--- config.mk ---
export PLATFORM = sky130hd
export DESIGN_NAME = serial_adder
export DESIGN_NICKNAME = d
export VERILOG_FILES = /design/src/rtl/serial_adder.sv
export SDC_FILE = /design/constraint.sdc
export NUM_CORES = 1
export LEC_CHECK = 0
export BUFFER_PORTS_ARGS = -buffer_cell sky130_fd_sc_hd__buf_2
export CORE_MARGIN = 2
export CORE_UTILIZATION = 28
export DETAILED_ROUTE_END_ITERATION = 10
export PLACE_DENSITY = 0.54
export SLEW_MARGIN = 20
export SYNTH_ARGS = -nofsm -noshare
export SYNTH_HDL_FRONTEND = slang
export SYNTH_SLANG_ARGS = --single-unit
--- constraint.sdc ---
create_clock -name clk -period 1.7 [get_ports clk]
set_input_delay 0.51 -clock clk [delete_from_list [all_inputs] [get_ports clk]]
set_output_delay 0.51 -clock clk [all_outputs]
set_load 0.005 [all_outputs]
--- src/rtl/serial_adder.sv ---
// Bit-serial adder: shifts operands LSB-first through an external full-adder stage.
// Optional two's-complement overflow output is enabled with `define SERIAL_ADDER_OVF_EN.
module serial_adder #(
   parameter int WIDTH = 8
) (
   input  logic             clk,
   input  logic             rst,
   input  logic             start,
   input  logic [WIDTH-1:0] a,
   input  logic [WIDTH-1:0] b,
   input  logic             cin,
   output logic             fa_x,
   output logic             fa_y,
   output logic             fa_ci,
   input  logic             fa_s,
   input  logic             fa_co,
   output logic             busy,
   output logic             done,
   output logic [WIDTH-1:0] sum,
   output logic             cout
`ifdef SERIAL_ADDER_OVF_EN
  ,output logic             ovf
`endif
);

   localparam int CW = $clog2(WIDTH);
   localparam logic [CW-1:0] LAST = CW'(WIDTH - 1);

   typedef enum logic [1:0] {IDLE, RUN, DONE} state_t;

   state_t           state;
   logic [WIDTH-1:0] a_sr;
   logic [WIDTH-1:0] b_sr;
   logic [WIDTH-1:0] sum_sr;
   logic             carry;
   logic [CW-1:0]    cnt;

   // Full-adder operands come straight from registers, never from input ports.
   assign fa_x  = a_sr[0];
   assign fa_y  = b_sr[0];
   assign fa_ci = carry;

   // NOTE: all state is updated with non-blocking assignments so every register
   // samples pre-edge values, exactly as the hardware flops will.
   always_ff @(posedge clk or posedge rst) begin
      if (rst) begin
         state  <= IDLE;
         a_sr   <= '0;
         b_sr   <= '0;
         sum_sr <= '0;
         carry  <= 1'b0;
         cnt    <= '0;
         busy   <= 1'b0;
         done   <= 1'b0;
         sum    <= '0;
         cout   <= 1'b0;
`ifdef SERIAL_ADDER_OVF_EN
         ovf    <= 1'b0;
`endif
      end else begin
         case (state)
            IDLE, DONE: begin
               done <= 1'b0;
               if (start) begin
                  a_sr  <= a;
                  b_sr  <= b;
                  carry <= cin;
                  cnt   <= '0;
                  busy  <= 1'b1;
                  state <= RUN;
               end else begin
                  busy  <= 1'b0;
                  state <= IDLE;
               end
            end
            RUN: begin
               a_sr   <= a_sr >> 1;
               b_sr   <= b_sr >> 1;
               sum_sr <= {fa_s, sum_sr[WIDTH-1:1]};
               carry  <= fa_co;
               cnt    <= cnt + CW'(1);
               if (cnt == LAST) begin
                  // The MSB sum bit is still on fa_s, so assemble the final word here.
                  sum   <= {fa_s, sum_sr[WIDTH-1:1]};
                  cout  <= fa_co;
`ifdef SERIAL_ADDER_OVF_EN
                  ovf   <= carry ^ fa_co;
`endif
                  busy  <= 1'b0;
                  done  <= 1'b1;
                  state <= DONE;
               end
            end
            default: begin
               busy  <= 1'b0;
               done  <= 1'b0;
               state <= IDLE;
            end
         endcase
      end
   end

endmodule
### Yosys cells after proc, flatten, opt, wreduce, memory -nomap -nowiden

Cells that the tools add are included.

* logic and storage cells: 37
* register bits after elaboration: 41
* input port bits: 22
* output and inout port bits: 14

* $add $sub $neg: 1
* mux-type cells: 16
* equal/unequal tests: 5
* reduce and logical (&&, ||, !) cells: 5

Operators with widths (count)
* $pmux 8 s2: 2
* $mux 8: 2
* $mux 1: 6
* $pmux 3 s2: 1
* $ne 2x2->1 const B: 2
* $pmux 1 s2: 2
* $pmux 2 s2: 1
* $reduce_and 2->1: 2
* $add 3x1->3 const B: 1
* $eq 3x3->1 const B: 1
* $mux 3: 1
* $eq 2x1->1 const B: 1
* $eq 2x2->1 const B: 1
* $logic_not 2->1: 1
* $mux 2: 1
* $reduce_bool 2->1: 1
* $reduce_or 2->1: 1

### Longest topological paths before layout

Gate-level depths: netlist of the first run.

* depth in word-level cells: 4
* mapped depth: 6

### Worst setup path before layout of the first run

Ideal clock, no wire load.

* path kind: register -> register
* start point: register cnt[0]
* end point: register cout
* library setup time: 125 ps
* arrival time: 1259 ps
* stages on the path, launching flop included: 5
* path slack: 316 ps
* clock period less this slack: 1384 ps
* path buffers: 0
* cells stage by stage: dfrtp_1 ha_1 ha_1 nand2_8 mux2_4

* word-level cells in the longest chain between the ends: 2

Ends and longest elaborated chain
* start: declaration: line 36 `logic [CW-1:0] cnt;`
* start signal: assignment: line 81 `cnt <= cnt + CW'(1);`
* $eq 3x3->1: line 82 `if (cnt == LAST) begin`
* $reduce_and 2->1 (no source line)
* end signal: assignment: line 85 `cout <= fa_co;`
* end: declaration: line 20 `output logic cout`

No other way between the ends.
A chain may end at the register's enable or synchronous reset.

### Worst setup path after layout of the first run

* start point: register cnt[0]
* end point: register sum[1]

* word-level cells in the longest chain between the ends: 2

Ends and longest elaborated chain
* $eq 3x3->1: line 82
* $reduce_and 2->1 (no source line)
* end signal: assignment: line 84 `sum <= {fa_s, sum_sr[WIDTH-1:1]};`
* end: declaration: line 19 `output logic [WIDTH-1:0] sum,`

No other way between the ends.

==> impl_metrics.yaml, run 1 <==
worst_setup_path:
  crit_family: "adder cells"
  arrival_ns: 1.64
  cp_cell_sequence: "ha_1 > ha_1 > nand2_8 > mux2_4"
  critPathLaunch: "cnt[0]"
  crit_slowest_cell: "dfrtp_1"
  required_ns: 1.86
  crit_fanout: 10
  reg2reg_from: "cnt[0]"
  criticalPathCategory: "reg -> reg"
  ff2ff_setup_slack_ns: 0.22
  worst_setup_path_end_kind: "register"
  max_stage_delay_ns: 0.41
  crit_top_cell: "ha_1"
  worstSetupStartpointType: "register"
  crit_buf_inv: 0
sta:
  maxSlewHeadroom: 0.808
  fin_crit_ns: 1.48
  tightestPinTransition_ns: 0.288
  timing.fmax_ghz: 0.676
  setup_viol: 0
  skew_ns: 0.00578
  holdWs_ns: 0.270
  report.final.hold_viol_count: 0
  tns_ns: 0
  rsz0062_at_grt: "no"
  fin_crit_sh: 0.871
  slew_violations: 0
drt:
  drt_wl_total_um: 3670
  vias_per_cell: 4.57
  wire_per_inst_um: 13.1
  drt_iter0_drc: 27
  drc: 0
  ant_nets: 0
  firstDrtPassIters: 4
  dr_total_vias: 1279
finish:
  diodes: 0
  fillers: 669
  syn2layout_area_growth_pct: 21.2
  layout.area.seq_um2: 976
  final_net_count: 227
  drive_gt1_frac: 0.310
  multi_input_area_um2: 758
  fin_util: 0.350
  stdcell_count: 280
power:
  peakVddDrop_v: 0.000904
  pwr_density_cell_mw_per_mm2: 1750
  power_w: 0.00387
  power.leakage_nw: 1.06
clock_network:
  tritoncts: "done"
  numCtsBuffers: 5
  cts_setup_buffers: 0
  cts_buffer_depth: 2
  cts_hold_buf: 0
  clock-root-buffer: "clkbuf_8"
  cts_resized: 0
  cts_sinks: 39
  clkLatencyLatePin_ns: 0.28
  htreeDepth: 2
  cts.clk_slew.worst_paths_ns: 0.07
global_route:
  antenna_found_initial: 0
  grt_start_max_net_pins: 40
  grt_pass1_vias: 1287
  grt_remaining_overflow: 0
  grt_pass1_wl_um: 6370
  track_usage: 0.111
synthesis:
  ys_types: 27
  syn_inst: 163
  synth_top_family_by_area: "simple AND/OR/NAND/NOR gates"
  synth_fa_ha_area_frac: 0.0137
  synth_fp_nets: 187
  syn_area_mm2: 0.00182
  seq_area_frac_synth: 0.536
  avgSynthCellArea_um2: 11.2
  synthMuxAreaShare: 0.141
  synthSimpleGateAreaFrac: 0.151
  synth_compound_area_frac: 0.107
  ys_ff_latch: 39
  synth_warnings: 0
  synth_xor_xnor_area_share: 0.00481
floorplan:
  chipWidth_um: 84.6
  fp.dieArea_mm2: 0.00716
  die_h_um: 84.6
  ioPinCount: 36
  rows: 29
  core-area_mm2: 0.00631
  start_util: 0.288
status:
  status: "completed"
place:
  hpwl_um: 2580
  port_buffers: 35
  place_congestion: 0.712
  placedCellCount: 273
worst_hold_path:
  hold_path_class: "in -> async"
job:
  drv_cap: 0
-- Yosys cell counts (all sizes together) --
master | number | share of area
ha | 2 | 0.014
nand2 | 26 | 0.063
dfrtp | 39 | 0.54
o21ai | 5 | 0.014
buf | 9 | 0.034
xnor2 | 1 | 0.0048
a21oi | 9 | 0.025
a211oi | 9 | 0.037
a22o | 1 | 0.0048
o22ai | 4 | 0.014
a22oi | 2 | 0.0082
mux2i | 11 | 0.060
nand3 | 4 | 0.011
nor2b | 11 | 0.042
inv | 3 | 0.0062
nor3 | 4 | 0.011
o31ai | 1 | 0.0041
nand2b | 4 | 0.014
clkbuf | 3 | 0.0069
mux2 | 10 | 0.080
nor2 | 5 | 0.010
-- area by class of cell --
cell class              instances  share of cell area
repair buffers                 45               0.119
flip-flops and latches         39               0.442
clock buffers                   6              0.0329
clock inverters                 1              0.0136
well taps                      77              0.0437
inverters                       3             0.00510
multi-input cells             109               0.344
-- worst reg2reg max path, cell delays in order, from the launching register on --
cell and delay [ns]:
dfrtp_1 0.41, ha_1 0.23, ha_1 0.27, nand2_8 0.15
mux2_4 0.31
-- state kept, by name, summed over array words and instances, names as in the netlist --
register	count
a_sr	8
b_sr	8
sum	8
sum_sr	7
cnt	3
busy	1
cout	1
done	1
fa_ci	1
state	1
-- layout by cell type (no fill, tap or decap), types with 2 or more instances in the layout --
cell,instances
nor3_1,4
dfrtp_1,39
o21ai_0,5
nand3_1,4
inv_1,3
nand2_1,25
mux2_4,9
nor2_1,5
buf_4,9
nor2b_1,10
clkbuf_8,5
mux2i_1,11
a211oi_1,9
buf_2,35
a21oi_1,9
ha_1,2
nand2b_1,4
a22oi_1,2
o22ai_1,4
-- per-layer routing --
| layer | global-route usage | part of all wire |
|---|---|---|
| met1 | 0.155 | 0.49 |
| met2 | 0.166 | 0.45 |
| met3 | 0.0462 | 0.065 |
| met4 | 0.0130 | 0 |
| met5 | 0 | 0 |
-- report_power, final --
part / switching, W / internal [W]
Sequential: 0.000297 / 0.00137
Combinational: 0.000703 / 0.000784
Clock: 0.000291 / 0.000430
-- cells by family (layout without fill, tap and decap cells) --
family | Yosys count | after routing
AOI/OAI and AO/OA | 31 | 31
xor gates and xnor gates | 1 | 1
adders and majority gates | 2 | 2
buffers and inverters | 15 | 55
DFF | 39 | 39
muxes | 21 | 21
and+or+nand+nor | 54 | 54
-- through the flow --
step / setup slack [ns] / instance area, µm²
2_1_floorplan: 0.301 / 1820
3_3_place_gp: 0.268 / 2100
3_5_place_dp: 0.220 / 2100
4_1_cts: 0.211 / 2210
5_1_grt: 0.136 / 2210
6_report: 0.220 / 2210
-- path summary, 6_finish.rpt --
| path | to | depth (start not counted) |
|---|---|---|
| max | sum[1] | 4 |
| max in group asynchronous | b_sr[2] | 3 |
| min reg2reg | sum_sr[3] | 2 |
| min | sum_sr[2] | 3 |
| min in group clk | sum_sr[7] | 3 |
| max reg2reg | sum[1] | 4 |
(Power assumes the default switching activity.)
==> run 2, diff against run 1 <==
--- a/config.mk
+++ b/config.mk
@@ -9,6 +9,7 @@
 export CORE_MARGIN = 2
 export CORE_UTILIZATION = 28
 export DETAILED_ROUTE_END_ITERATION = 10
+export MAX_ROUTING_LAYER = met4
 export PLACE_DENSITY = 0.54
 export SLEW_MARGIN = 20
 export SYNTH_ARGS = -nofsm -noshare
==> impl_metrics.yaml, run 2 (synthesis results as in run 1) <==
sta:
  tightestPinTransition_ns: 0.288
  fin_crit_ns: 1.48
  rsz0062_at_grt: "no"
  slew_violations: 0
  holdWs_ns: 0.273
  report.final.hold_viol_count: 0
  skew_ns: 0.00542
  tns_ns: 0
  setup_viol: 0
  timing.fmax_ghz: 0.676
  maxSlewHeadroom: 0.808
  fin_crit_sh: 0.870
job:
  drv_cap: 0
power:
  pwr_density_cell_mw_per_mm2: 1750
  power_w: 0.00387
  clkPwrFrac: 0.186
  p_comb_frac: 0.385
  p_int_w: 0.00258
  switching_share: 0.333
  peakVddDrop_v: 0.000901
  power.leakage_nw: 1.06
  p_sw_w: 0.00129
  seqPwrFrac: 0.430
clock_network:
  clock-root-buffer: "clkbuf_8"
  numCtsBuffers: 5
  tritoncts: "done"
  cts.clk_slew.worst_paths_ns: 0.07
  cts_sinks: 39
  cts_hold_buf: 0
  cts_resized: 0
  clkLatencyLatePin_ns: 0.28
  cts_setup_buffers: 0
  htreeDepth: 2
  cts_buffer_depth: 2
floorplan:
  core-area_mm2: 0.00631
  ioPinCount: 36
  rows: 29
  chipWidth_um: 84.6
  fp.dieArea_mm2: 0.00716
  start_util: 0.288
  die_h_um: 84.6
worst_hold_path:
  hold_path_class: "in -> async"
drt:
  drt_wl_total_um: 3680
  ant_nets: 0
  drc: 0
  firstDrtPassIters: 4
  drt_iter0_drc: 26
  vias_per_cell: 4.57
  dr_total_vias: 1279
  wire_per_inst_um: 13.1
finish:
  drive_gt1_frac: 0.310
  final_cell_mix: "dfrtp_1 (39), buf_2 (35), nand2_1 (25)"
  fin_util: 0.350
  stdcell_count: 280
  final_common_cell: "dfrtp_1"
  reg_top3: "a_sr x8, b_sr x8, sum x8"
  syn2layout_area_growth_pct: 21.2
  diodes: 0
  final_net_count: 227
  fillers: 669
worst_setup_path:
  worst_setup_path_end_kind: "register"
  reg2reg_from: "cnt[0]"
  max_stage_delay_ns: 0.41
  arrival_ns: 1.64
  crit_top_cell: "ha_1"
  r2r-end: "sum[1]"
  required_ns: 1.86
  crit_slowest_cell: "dfrtp_1"
  worstSetupStartpointType: "register"
  rr_worst_depth: 4
  crit_family: "adder cells"
  ff2ff_setup_slack_ns: 0.22
  crit_buf_inv: 0
  criticalPathCategory: "reg -> reg"
  cp_cell_sequence: "ha_1 > ha_1 > nand2_8 > mux2_4"
  crit_fanout: 10
place:
  hpwl_um: 2580
  placedCellCount: 273
  place_congestion: 0.720
  port_buffers: 35
global_route:
  grt_remaining_overflow: 0
  grt_pass1_wl_um: 6340
  antenna_found_initial: 0
  grt_use_met1: 0.157
  grt_start_max_net_pins: 40
  met2_usage: 0.166
  use_met3: 0.0324
  track_usage: 0.113
  grt_pass1_vias: 1285
  top_usage_layer: "met2"
status:
  status: "completed"
==> run 2: worst max-delay path by stage <==
stage	end	slack, ns	startpoint	cells past startpoint
after floorplan	a_sr[0]	0.30	rst	1
after global placement	sum[7]	0.27	cnt[0]	4
after detailed placement	sum[7]	0.22	cnt[0]	4
after CTS	sum[1]	0.21	cnt[0]	4
after global routing	sum[1]	0.14	cnt[0]	4
final	sum[1]	0.22	cnt[0]	4
==> run 2: worst register-to-register path, delay by kind of cell (launching register included) <==
family	cells	cell delay, ns
adder cells (fa/ha/maj)	2	0.50
flip-flops	1	0.41
multiplexers	1	0.31
AND/OR/NAND/NOR	1	0.15
==> run 2: per-stage QoR <==
step / setup slack (ns) / cell area [µm²]
after floorplan: 0.301 / 1820
after global placement: 0.268 / 2100
after detailed placement: 0.220 / 2100
after CTS: 0.211 / 2210
after global routing: 0.136 / 2210
final: 0.221 / 2210
==> run 2: per-layer routing <==
layer / share of wire / routed length [µm] / vias to the layer above
li1: - / - / 640
met5: 0 / 0 / -
met3: 0.052 / 191 / 0
met1: 0.50 / 1830 / 613
met2: 0.45 / 1670 / 26
met4: 0 / 0 / 0
==> run 2: final cells by class <==
| cell class | count | area (µm²) | share of cell area |
|---|---|---|---|
| clock buffer | 6 | 72.6 | 0.0329 |
| clock inverter | 1 | 30.0 | 0.0136 |
| inverter | 3 | 11.3 | 0.00510 |
| multi-input combinational | 109 | 758 | 0.344 |
| sequential | 39 | 976 | 0.442 |
| tap | 77 | 96.3 | 0.0437 |
| timing repair buffer | 45 | 263 | 0.119 |
==> run 2: power groups by stage <==
stage | combinational (W) | clock, W | sequential [W]
floorplan | 0.00110 | 0 | 0.00161
global placement | 0.00148 | 0 | 0.00168
detailed placement | 0.00152 | 0 | 0.00168
CTS | 0.00152 | 0.000753 | 0.00167
global route | 0.00169 | 0.000782 | 0.00173
finish | 0.00149 | 0.000718 | 0.00166
==> run 3, diff against run 2 <==
--- a/config.mk
+++ b/config.mk
@@ -5,12 +5,12 @@
 export SDC_FILE = /design/constraint.sdc
 export NUM_CORES = 1
 export LEC_CHECK = 0
-export BUFFER_PORTS_ARGS = -buffer_cell sky130_fd_sc_hd__buf_2
 export CORE_MARGIN = 2
 export CORE_UTILIZATION = 28
 export DETAILED_ROUTE_END_ITERATION = 10
+export DONT_BUFFER_PORTS = 1
 export MAX_ROUTING_LAYER = met4
-export PLACE_DENSITY = 0.54
+export PLACE_DENSITY = 0.49
 export SLEW_MARGIN = 20
 export SYNTH_ARGS = -nofsm -noshare
 export SYNTH_HDL_FRONTEND = slang
==> impl_metrics.yaml, run 3 (synthesis results as in run 1) <==
global_route:
  track_usage: 0.113
  grt_start_max_net_pins: 40
  antenna_found_initial: 0
  grt_pass1_vias: 1216
  grt_pass1_wl_um: 6230
  grt_remaining_overflow: 0
worst_setup_path:
  crit_top_cell: "ha_1"
  max_stage_delay_ns: 0.41
  arrival_ns: 1.64
  rr_worst_depth: 4
  critical_path_depth: 4
  crit_family: "adder cells"
  cp_cell_sequence: "ha_1 > ha_1 > nand2_8 > mux2_4"
  crit_fanout: 10
  required_ns: 1.88
  crit_buf_inv: 0
  crit_slowest_cell: "dfrtp_1"
  worst_setup_path_end_kind: "register"
  criticalPathCategory: "reg -> reg"
  worstSetupStartpointType: "register"
drt:
  drt_wl_total_um: 3720
  drt_iter0_drc: 53
  drc: 0
  dr_total_vias: 1182
  ant_nets: 0
  firstDrtPassIters: 4
  vias_per_cell: 4.88
  wire_per_inst_um: 15.4
clock_network:
  cts_sinks: 39
  cts_resized: 0
  cts.clk_slew.worst_paths_ns: 0.09
  numCtsBuffers: 5
  clkLatencyLatePin_ns: 0.30
  cts_hold_buf: 0
  tritoncts: "done"
  clock-root-buffer: "clkbuf_8"
  htreeDepth: 2
  cts_setup_buffers: 0
  cts_buffer_depth: 2
finish:
  drive_gt1_frac: 0.158
  diodes: 0
  final_net_count: 188
  syn2layout_area_growth_pct: 11.1
  final_common_cell: "dfrtp_1"
  fillers: 671
  stdcell_count: 242
  final_cell_mix: "dfrtp_1 (39), nand2_1 (25), mux2i_1 (11)"
  reg_top3: "a_sr x8, b_sr x8, sum x8"
power:
  peakVddDrop_v: 0.000817
  pwr_density_cell_mw_per_mm2: 1920
  power_w: 0.00389
  switching_share: 0.336
  seqPwrFrac: 0.442
  clkPwrFrac: 0.238
  p_comb_frac: 0.319
  p_sw_w: 0.00131
  power.leakage_nw: 0.910
  p_int_w: 0.00259
place:
  hpwl_um: 2550
  placedCellCount: 234
  place_congestion: 0.782
  port_buffers: 0
  dp_slack_ns: 0.245
floorplan:
  ioPinCount: 36
  die_h_um: 84.6
  rows: 29
  chipWidth_um: 84.6
  start_util: 0.288
  fp.dieArea_mm2: 0.00716
  core-area_mm2: 0.00631
job:
  drv_cap: 0
worst_hold_path:
  hold_path_class: "in -> async"
sta:
  tns_ns: 0
  slew_violations: 0
  fin_ws_ns: 0.238
  fin_crit_sh: 0.860
  skew_ns: 0.0114
  setup_viol: 0
  report.final.hold_viol_count: 0
  tightestPinTransition_ns: 0.493
  fin_crit_ns: 1.46
  rsz0062_at_grt: "no"
  maxSlewHeadroom: 0.672
  timing.fmax_ghz: 0.684
status:
  status: "completed"
==> run 3: cell types whose count changed in the layout (fill, tap and decap cells not counted) <==
cell        previous run  this run
buf_4                  9         6
buf_12                 1         0
clkinvlp_4             0         1
bufinv_16              1         2
buf_2                 35         0
clkbuf_1               1         0
==> run 3: per-stage QoR <==
stage	instance area [µm²]	utilization	hold WS (ns)
2_1_floorplan	1820	-	0.446
3_3_place_gp	1890	0.299	0.459
3_5_place_dp	1890	0.299	0.475
4_1_cts	2020	0.320	0.226
5_1_grt	2020	0.320	0.276
6_report	2020	0.320	0.216
==> run 3: worst paths after layout <==
path                                 from         to  slack [ns]
worst max-delay path               cnt[0]     sum[0]        0.24
worst min-delay path                  rst  sum_sr[1]        0.22
worst max register to register     cnt[0]     sum[0]        0.24
worst min register to register  sum_sr[1]  sum_sr[1]        0.49
max in group asynchronous             rst   state[0]        1.13
min in group clk                    start     cnt[1]        0.32
==> run 3: final cells by class <==
cell class | count | area, µm² | share of cell area
Timing Repair Buffer | 6 | 45.0 | 0.0223
Clock buffer | 5 | 68.8 | 0.0340
Inverter | 3 | 11.3 | 0.00557
Sequential cell | 39 | 976 | 0.482
Multi-Input combinational cell | 109 | 758 | 0.375
Clock inverter | 3 | 67.6 | 0.0334
Tap cell | 77 | 96.3 | 0.0476
==> run 3: routing by layer <==
metal  vias to the layer above  global-route usage  routed length, µm
met5                         -                   -                  0
met4                         0              0.0260                 32
met3                         4              0.0344                244
met2                        38               0.178               1740
met1                       583               0.145               1700
li1                        557                   -                  -
==> run 3: power groups by stage <==
stage	Combinational (W)	Sequential, W	Clock (W)
2_1_floorplan	0.00110	0.00161	0
3_3_place_gp	0.00120	0.00173	0
3_5_place_dp	0.00126	0.00174	0
4_1_cts	0.00126	0.00173	0.000960
5_1_grt	0.00141	0.00179	0.00101
6_report	0.00124	0.00172	0.000927
